File: config.mk
export PLATFORM = sky130hd
export DESIGN_NAME = key_scan_matrix
export DESIGN_NICKNAME = d
export VERILOG_FILES = /design/src/rtl/key_scan_matrix.sv
export SDC_FILE = /design/constraint.sdc
export NUM_CORES = 1
export LEC_CHECK = 0
export CAP_MARGIN = 25
export CORE_ASPECT_RATIO = 0.75
export CORE_MARGIN = 1
export CORE_UTILIZATION = 35
export DETAILED_ROUTE_END_ITERATION = 12
export GPL_TIMING_DRIVEN = 0
export REMOVE_ABC_BUFFERS = 1
export SLEW_MARGIN = 20
export SYNTH_ARGS = -nofsm -noshare
export SYNTH_HDL_FRONTEND = slang
export SYNTH_SLANG_ARGS = --single-unit
File: constraint.sdc
create_clock -name clk -period 6.2 [get_ports clk]
set_input_delay 0.93 -clock clk [delete_from_list [all_inputs] [get_ports clk]]
set_output_delay 0.93 -clock clk [all_outputs]
set_load 0.02 [all_outputs]
File: src/rtl/key_scan_matrix.sv
// key_scan_matrix
//   Parametrised matrix-keypad scanner. Strobes one row at a time and samples
//   the synchronised column returns into a frame image. Presses and releases
//   are debounced over whole frames, and each accepted press is reported
//   once as a key code.
//
//   Optional feature macro: KEY_SCAN_RELEASE_EVT_EN
//     When defined, a key_rel port is added. It pulses for one cycle when a
//     debounced release is accepted.
//
// Ports:
//   clk        in   single clock
//   rst        in   asynchronous active-high reset
//   row        out  [ROWS]  one-hot row drive, active-high
//   key_col    in   [COLS]  raw column returns, asynchronous to clk
//   key_code   out  [KW]    {row_idx, col_idx} of the last accepted press
//   key_valid  out          one-cycle pulse on an accepted press
//   key_down   out          high while the accepted key is held
//   key_rel    out          one-cycle pulse on an accepted release (macro only)
//   key_multi  out          more than one key seen in the last completed frame
//
// FSM states:
//   state     | meaning
//   IDLE      | no key accepted, waiting for a candidate
//   PRESS_DEB | candidate stable for deb_cnt frames, not yet accepted
//   HELD      | key accepted and still present
//   REL_DEB   | accepted key absent for deb_cnt frames
module key_scan_matrix #(
  parameter int ROWS       = 4,
  parameter int COLS       = 4,
  parameter int SCAN_DIV   = 1_000_000,
  parameter int DEB_FRAMES = 3
) (
  input  logic                                 clk,
  input  logic                                 rst,
  output logic [ROWS-1:0]                      row,
  input  logic [COLS-1:0]                      key_col,
  output logic [$clog2(ROWS)+$clog2(COLS)-1:0] key_code,
  output logic                                 key_valid,
  output logic                                 key_down,
`ifdef KEY_SCAN_RELEASE_EVT_EN
  output logic                                 key_rel,
`endif
  output logic                                 key_multi
);

  localparam int RW   = $clog2(ROWS);
  localparam int CW   = $clog2(COLS);
  localparam int KW   = RW + CW;
  localparam int NK   = ROWS * COLS;
  localparam int DIVW = $clog2(SCAN_DIV);
  localparam int DW   = $clog2(DEB_FRAMES + 1);

  typedef enum logic [1:0] {
    IDLE      = 2'd0,
    PRESS_DEB = 2'd1,
    HELD      = 2'd2,
    REL_DEB   = 2'd3
  } state_t;

  // Scan timing and frame capture
  logic [COLS-1:0]    col_s1, col_s2;
  logic [DIVW-1:0]    div_cnt;
  logic [RW-1:0]      row_idx;
  logic [NK-COLS-1:0] frame_acc;
  logic [NK-1:0]      frame_img;
  logic               frame_done;
  logic               slot_end;
  logic               last_row;

  assign slot_end = (div_cnt == DIVW'(SCAN_DIV - 1));
  assign last_row = (row_idx == RW'(ROWS - 1));
  assign row      = ROWS'(1) << row_idx;

  always_ff @(posedge clk or posedge rst) begin
    if (rst) begin
      col_s1     <= '0;
      col_s2     <= '0;
      div_cnt    <= '0;
      row_idx    <= '0;
      frame_acc  <= '0;
      frame_img  <= '0;
      frame_done <= 1'b0;
    end else begin
      col_s1     <= key_col;
      col_s2     <= col_s1;
      frame_done <= slot_end && last_row;
      if (slot_end) begin
        div_cnt <= '0;
        row_idx <= last_row ? '0 : row_idx + 1'b1;
        // The last row goes straight into the image so the whole frame is
        // available to the FSM on the cycle after completion.
        if (last_row) begin
          frame_img <= {col_s2, frame_acc};
        end else begin
          frame_acc[row_idx*COLS +: COLS] <= col_s2;
        end
      end else begin
        div_cnt <= div_cnt + 1'b1;
      end
    end
  end

  // Candidate (lowest pressed index, row-major) and popcount
  logic          cand_vld;
  logic [KW-1:0] cand_idx;
  logic [KW:0]   pop_cnt;

  always_comb begin
    cand_vld = 1'b0;
    cand_idx = '0;
    pop_cnt  = '0;
    for (int i = NK - 1; i >= 0; i--) begin
      if (frame_img[i]) begin
        cand_vld = 1'b1;
        cand_idx = KW'(i);
      end
      pop_cnt = pop_cnt + {{KW{1'b0}}, frame_img[i]};
    end
  end

  // Debounce FSM
  state_t        state, state_n;
  logic [KW-1:0] held_key, held_n;
  logic [DW-1:0] deb_cnt, deb_n, deb_inc;
  logic [KW-1:0] code_n;
  logic          valid_n, down_n, multi_n;
`ifdef KEY_SCAN_RELEASE_EVT_EN
  logic          rel_n;
`endif

  assign deb_inc = (deb_cnt == DW'(DEB_FRAMES)) ? deb_cnt : deb_cnt + 1'b1;

  always_ff @(posedge clk or posedge rst) begin
    if (rst) begin
      state     <= IDLE;
      held_key  <= '0;
      deb_cnt   <= '0;
      key_code  <= '0;
      key_valid <= 1'b0;
      key_down  <= 1'b0;
      key_multi <= 1'b0;
`ifdef KEY_SCAN_RELEASE_EVT_EN
      key_rel   <= 1'b0;
`endif
    end else begin
      state     <= state_n;
      held_key  <= held_n;
      deb_cnt   <= deb_n;
      key_code  <= code_n;
      key_valid <= valid_n;
      key_down  <= down_n;
      key_multi <= multi_n;
`ifdef KEY_SCAN_RELEASE_EVT_EN
      key_rel   <= rel_n;
`endif
    end
  end

  always_comb begin
    state_n = state;
    held_n  = held_key;
    deb_n   = deb_cnt;
    code_n  = key_code;
    valid_n = 1'b0;
    down_n  = key_down;
    multi_n = key_multi;
`ifdef KEY_SCAN_RELEASE_EVT_EN
    rel_n   = 1'b0;
`endif
    if (frame_done) begin
      multi_n = (pop_cnt > (KW+1)'(1));
      case (state)
        IDLE: begin
          if (cand_vld) begin
            held_n = cand_idx;
            deb_n  = DW'(1);
            if (DEB_FRAMES == 1) begin
              state_n = HELD;
              code_n  = cand_idx;
              valid_n = 1'b1;
              down_n  = 1'b1;
            end else begin
              state_n = PRESS_DEB;
            end
          end
        end
        PRESS_DEB: begin
          if (!cand_vld) begin
            state_n = IDLE;
            deb_n   = '0;
          end else if (cand_idx == held_key) begin
            deb_n = deb_inc;
            if (deb_inc == DW'(DEB_FRAMES)) begin
              state_n = HELD;
              code_n  = held_key;
              valid_n = 1'b1;
              down_n  = 1'b1;
            end
          end else begin
            held_n = cand_idx;
            deb_n  = DW'(1);
          end
        end
        HELD: begin
          // Only the accepted key matters here; other keys are ignored.
          if (!frame_img[held_key]) begin
            deb_n = DW'(1);
            if (DEB_FRAMES == 1) begin
              state_n = IDLE;
              down_n  = 1'b0;
`ifdef KEY_SCAN_RELEASE_EVT_EN
              rel_n   = 1'b1;
`endif
            end else begin
              state_n = REL_DEB;
            end
          end
        end
        REL_DEB: begin
          if (frame_img[held_key]) begin
            state_n = HELD;
            deb_n   = '0;
          end else begin
            deb_n = deb_inc;
            if (deb_inc == DW'(DEB_FRAMES)) begin
              state_n = IDLE;
              down_n  = 1'b0;
`ifdef KEY_SCAN_RELEASE_EVT_EN
              rel_n   = 1'b1;
`endif
            end
          end
        end
        default: state_n = IDLE;
      endcase
    end
  end

endmodule

# After elaboration in Yosys (flattened, before gate mapping)
# Cells that the tools add are included.
word_totals:
  inputBits: 6
  wordCells: 135
  output_inout_bits: 11
  register_bits: 74
op_classes:
  reduce_logical: 11
  n_bitwise: 1
  addsub: 19
  n_shift: 3
  magnitude_cmp: 2
  eq_ne: 19
  mux: 66
op_table:
  columns: ["cell", "count"]
  rows:
  - ["$mux W4", 19]
  - ["$add A5 B1 Y5", 11]
  - ["$neg A4 Y34", 1]
  - ["$shift A4 B34 Y12 const A", 1]
  - ["$shiftx A4 B34 Y12", 1]
  - ["$mux W1", 27]
  - ["$mux W2", 13]
  - ["$add A20 B1 Y20 const B", 1]
  - ["$eq A20 B20 Y1 const B", 1]
  - ["$mux W20", 1]
  - ["$ne A2 B2 Y1 const B", 8]
  - ["$pmux W2 S4", 2]
  - ["$bwmux W12", 1]
  - ["$eq A2 B2 Y1 const B", 5]
  - ["$reduce_and A5 Y1", 2]
  - ["$ne A3 B3 Y1 const B", 3]
  - ["$pmux W4 S2", 1]
  - ["$reduce_and A7 Y1", 1]
  - ["$reduce_and A6 Y1", 1]
  - ["$add A4 B1 Y5", 1]
  - ["$gt A5 B1 Y1 const B", 1]
  - ["$lt A4 B5 Y1 const B", 1]
  - ["$add A2 B1 Y2 const B", 2]
  - ["$add A3 B1 Y4", 1]
  - ["13 further kinds", 15]

# Longest topological paths before layout
logic_depth:
  ltp_word: 21
  mapped_depth: 14

# Worst setup path after synthesis
# OpenSTA, ideal clock, no wires.
synth_path:
  kind: "register to register"
  from: "reg frame_img[5]"
  to: "reg key_multi"
  required_time_ps: 6064
  arrival_time_ps: 3757
  path_stages_with_launch: 14
  setup_ps: 136
  setup_slack_ps: 2307
  path_cell_list: "dfrtp_1 > inv_1 > fa_1 > fa_1 > fa_1 > fa_1 > inv_1 > ha_1 > inv_1 > fa_1 > a2111oi_0 > a21oi_1 > nor4b_1 > a21oi_1"
synth_between:
  elab_chain_cells: 7
synth_lines:
  columns: ["item", "line_no", "text"]
  rows:
  - ["start: declaration", "66", "logic [NK-1:0] frame_img;"]
  - ["start signal: assignment", "94", "frame_img <= {col_s2, frame_acc};"]
  - ["$add A5 B1 Y5 (6 in a row)", "118", "pop_cnt = pop_cnt + {{KW{1'b0}}, frame_img[i]};"]
  - ["$gt A5 B1 Y1", "172", "multi_n = (pop_cnt > (KW+1)'(1));"]
  - ["end signal: assignment", "153", "key_multi <= multi_n;"]
  - ["end: declaration", "44", "output logic key_multi"]
# Every way passes these cells.
# A chain may end at the register's enable or synchronous reset.

# Worst setup path in the final report
# Ends and elaborated chain as after synthesis.

==> results by stage <==
Status:
- The flow ran to the end, and the final reports show no timing, DRC or antenna violations.

STA:
- Setup slack on the critical path of the routed design comes to 2000 ps.
- Subtracting the final worst setup slack from the clock period gives 4200 ps.
- Setup repair after global routing left no endpoint under its margin.
- Across all hold checks on the routed design, the worst slack comes to 356 ps.
- The final hold violation count is 0.
- At the pin with the least slew margin, the transition time is 943 ps.
- Dividing the final minimum period by the clock period gives 67.8%.
- Setup violations remaining at the end of the flow were counted as 0.
- The post-route setup TNS is 0 ps.
- The largest clock skew in the final design is 6.92 ps.
- In this run the tightest slew margin relative to its limit is 37.1%.
- The maximum achievable frequency is 238 MHz.
- The number of max-slew violations in the final report came to 0.

Placement:
- The last weighted congestion value of the routability-driven placer is 0.840.
- OpenSTA, run right after detailed placement, puts the worst setup slack at 2000 ps.
- The total half-perimeter wirelength after legalization and detailed placement is 5.47 mm.
- The number of placed instances, taps included is 503.
- Buffers placed on the I/O ports in this run total 16.
- The placed instances occupy a cell area of 0.00427 mm^2.

Power and ir drop:
- The worst supply voltage drop on vdd is 0.000168 V.
- The design draws 0.993 mW.
- The switching power is 0.210 mW.
- In this run the power density over the cells is 218 mW/mm^2.
- The analysis attributes to cell leakage a power of 2.01 nW.
- Sequential cells burn 49.2% of the power.
- The internal power summed over all cells is 0.783 mW.
- Combinational logic is responsible for 1.5% of the overall power.
- In this run switching power makes up 21.1% of total power.
- The share of total power in the clock network is 49.3%.

Route:
- The remaining number of nets flagged by the antenna check after routing is 0.
- The number of design-rule violations left by the first detailed-router iteration is 197.
- The routed wirelength normalized by instance count is 14.7 um.
- The routed layout has 2660 vias.
- The DRC violation count after routing is 0.
- The detail-routed via count per cell is 5.13.
- The first detailed-routing pass took 4 iterations.
- The overall routed net length is 7.61 mm.

Critical path:
- The critical path goes through inv_1 > fa_1 > fa_1 > fa_1 > fa_1 > inv_1 > ha_1 > inv_1 > fa_1 > a2111oi_0 > a21oi_1 > nor4b_1 > a21oi_1.
- The element type at the critical path start is a flop.
- The nature of the critical path endpoint is a flop.
- The number of buffer and inverter instances along the worst setup path is 3.
- The peak per-stage delay on the critical path is 560 ps.
- In this design, the largest share of critical-path delay is due to adder cells.
- By startpoint and endpoint, the worst setup path is classified as flop to flop.
- For the worst setup path, the data arrival time is 4400 ps.
- The largest individual stage delay along the critical path comes from the cell sky130_fd_sc_hd__fa_1.
- The critical path data required time is 6400 ps.
- The largest fanout on the critical path is 8.
- The cell repeated most along the worst path is sky130_fd_sc_hd__fa_1.

Synthesis:
- The cell area that synthesis handed to floorplanning was 0.00397 mm^2.
- The synthesized design contains 0 enable-type register cells.
- The proportion of synthesized chip area in sequential cells is 46.7%.
- Dividing the synthesized area by the synthesized cell count gives 11.1 um^2.
- The number of distinct library cells after synthesis is 59.
- Synthesis inferred 74 register bits.
- The count of synthesis-stage warnings from yosys is 0.
- The async set-or-reset flop fraction in the synthesized netlist is 100%.
- Synthesis produced 358 cells.
- In the synthesized netlist the dominant register cell turns out to be sky130_fd_sc_hd__dfrtp_1.

Flow run:
- The number of violations of the max-capacitance limit is 0.

Clock network:
- The number of gates resized after cts is 0.
- Clock tree synthesis inserted a total of 9 buffers.
- TritonCTS built the clock tree.
- Clock latency on the worst-skew pair, taken at its later pin, is 330 ps.
- In this run, post-CTS hold repair placed 0 buffers.
- The clock root buffer is sky130_fd_sc_hd__clkbuf_16.
- The total setup buffers inserted after CTS is 0.
- No sink is reached through more buffers than the 2 on the longest clock path.
- The number of levels the H-tree was split into is 3.
- After clock tree synthesis, the clock-pin slew on the worst setup and hold paths is 60 ps.
- The clock net sink count is 74.

Global routing:
- The number of global-route vias before repair is 2522.
- The initial antenna violation count is 0.
- Across every metal layer, demand over resource in global routing totals 14.7%.
- After global routing the overflow that remains totals 0.
- The first global-routing pass estimated 13.2 mm of wire.
- Entering global routing, the biggest net connects 50 pins.

Finish:
- The final layout contains 403 nets.
- Measured on the finished design, the core utilization comes to 41.5%.
- After filler insertion, the fill cell instance count of the layout stands at 1086.
- The finished layout holds 519 standard cells, fillers aside.
- Cells with a size suffix above 1 make up 11.1% of the layout.
- The top cell types in the final layout, fill and taps aside, are sky130_fd_sc_hd__dfrtp_1, sky130_fd_sc_hd__inv_1, sky130_fd_sc_hd__nand2_1, sky130_fd_sc_hd__nor2_1, sky130_fd_sc_hd__mux2i_1.
- The finished layout cell area is 0.00455 mm^2.
- Across the whole layout, storage elements account for 0.00185 mm^2.
- The multi-input combinational cells in the finished layout cover a total of 0.00191 mm^2.
- The synthesis-to-layout area growth is 14.8%.
- The total inserted antenna cells is 0.
- The most common cell after layout, fill and taps aside is sky130_fd_sc_hd__dfrtp_1.

Floorplan:
- The number of ports placed on the die boundary is 17.
- In this run the standard cell core region covers 0.0110 mm^2.
- Once the floorplan was initialized, standard cells occupied 36.1% of the core.
- The die height is 94.2 um.
- The die span in x is 125 um.
- The die covers 0.0118 mm^2.
- In this run the core area contains 33 standard-cell rows.

Min path:
- The type of the tightest min-delay check is flop to flop.
==> area by class of cell <==
cell class | count | share of cell area, %
Clock inverter | 4 | 0.577
Clock buffer | 12 | 5.63
Timing Repair Buffer | 17 | 4.12
Sequential cell | 74 | 40.7
Inverter | 39 | 3.27
Multi-Input combinational cell | 233 | 41.9
Tap cell | 140 | 3.85
==> path summary, 6_finish.rpt <==
check | from | to | slack [ps] | cells after the start
setup / recovery | frame_img[5] | key_multi | 2000 | 13
hold / removal | col_s1[0] | col_s2[0] | 360 | 0
setup reg to reg | frame_img[5] | key_multi | 2000 | 13
hold reg to reg | col_s1[0] | col_s2[0] | 360 | 0
max in group asynchronous | rst | row_idx[0] | 4700 | 3
min in group asynchronous | rst | div_cnt[16] | 940 | 2
==> cell families (layout without fill, tap and decap cells) <==
group           Yosys count  count (layout)  share of synthesized area (%)
simple gates            114             114                           15.9
xor+xnor                 19              19                           4.20
compound gates           38              38                           6.85
buf+inv                  51              72                           5.21
flops                    74              74                           46.7
fa+ha+maj                23              23                           9.15
mux                      39              39                           12.0
==> cell usage after synthesis (all sizes together) (3+ instances only) <==
| library cell | n | area (um^2) |
|---|---|---|
| fa | 10 | 200 |
| mux4 | 4 | 93.8 |
| and3b | 3 | 26.3 |
| a211oi | 3 | 27.5 |
| nor4 | 9 | 62.6 |
| nor2b | 5 | 31.3 |
| nor3b | 3 | 22.5 |
| a21oi | 6 | 30.0 |
| xor2 | 10 | 87.6 |
| nand3 | 10 | 50.1 |
| a32oi | 3 | 26.3 |
| xnor2 | 9 | 78.8 |
| ha | 13 | 163 |
| inv | 39 | 146 |
| mux2 | 14 | 173 |
| mux2i | 21 | 210 |
| and2 | 4 | 25.0 |
| nor2 | 24 | 90.1 |
| nand2 | 31 | 116 |
| clkbuf | 7 | 26.3 |
| and4 | 4 | 38.8 |
| dfrtp | 74 | 1850 |
| o21ai | 8 | 40.0 |
| nand4 | 6 | 37.5 |
| buf | 5 | 33.8 |
| and3 | 4 | 26.3 |
==> power by group through the flow <==
stage	Combinational (mW)	Sequential, mW	Clock (mW)
after global routing	0.0182	0.488	0.522
after global placement	0.0134	0.497	0
final	0.0153	0.488	0.489
after CTS	0.0163	0.488	0.504
after floorplan	0.00761	0.496	0
after detailed placement	0.0162	0.497	0
==> per-layer routing <==
layer / global-route usage, % / wire (um) / vias up
met2: 19.8 / 3090 / 59
met4: 5.39 / 112 / 0
met1: 22.1 / 4110 / 1319
met3: 3.76 / 294 / 12
li1: - / - / 1270
met5: 0 / 0 / -
==> sequential cells by signal (all words and copies together), names as in the netlist <==
| register | count |
|---|---|
| frame_img | 16 |
| frame_done | 1 |
| row_idx | 2 |
| key_code | 4 |
| key_down | 1 |
| deb_cnt | 2 |
| held_key | 4 |
| frame_acc | 12 |
| col_s2 | 4 |
| div_cnt | 20 |
| state | 2 |
| key_valid | 1 |
| col_s1 | 4 |
| key_multi | 1 |
Note: power is estimated with default switching activity, not from simulation.
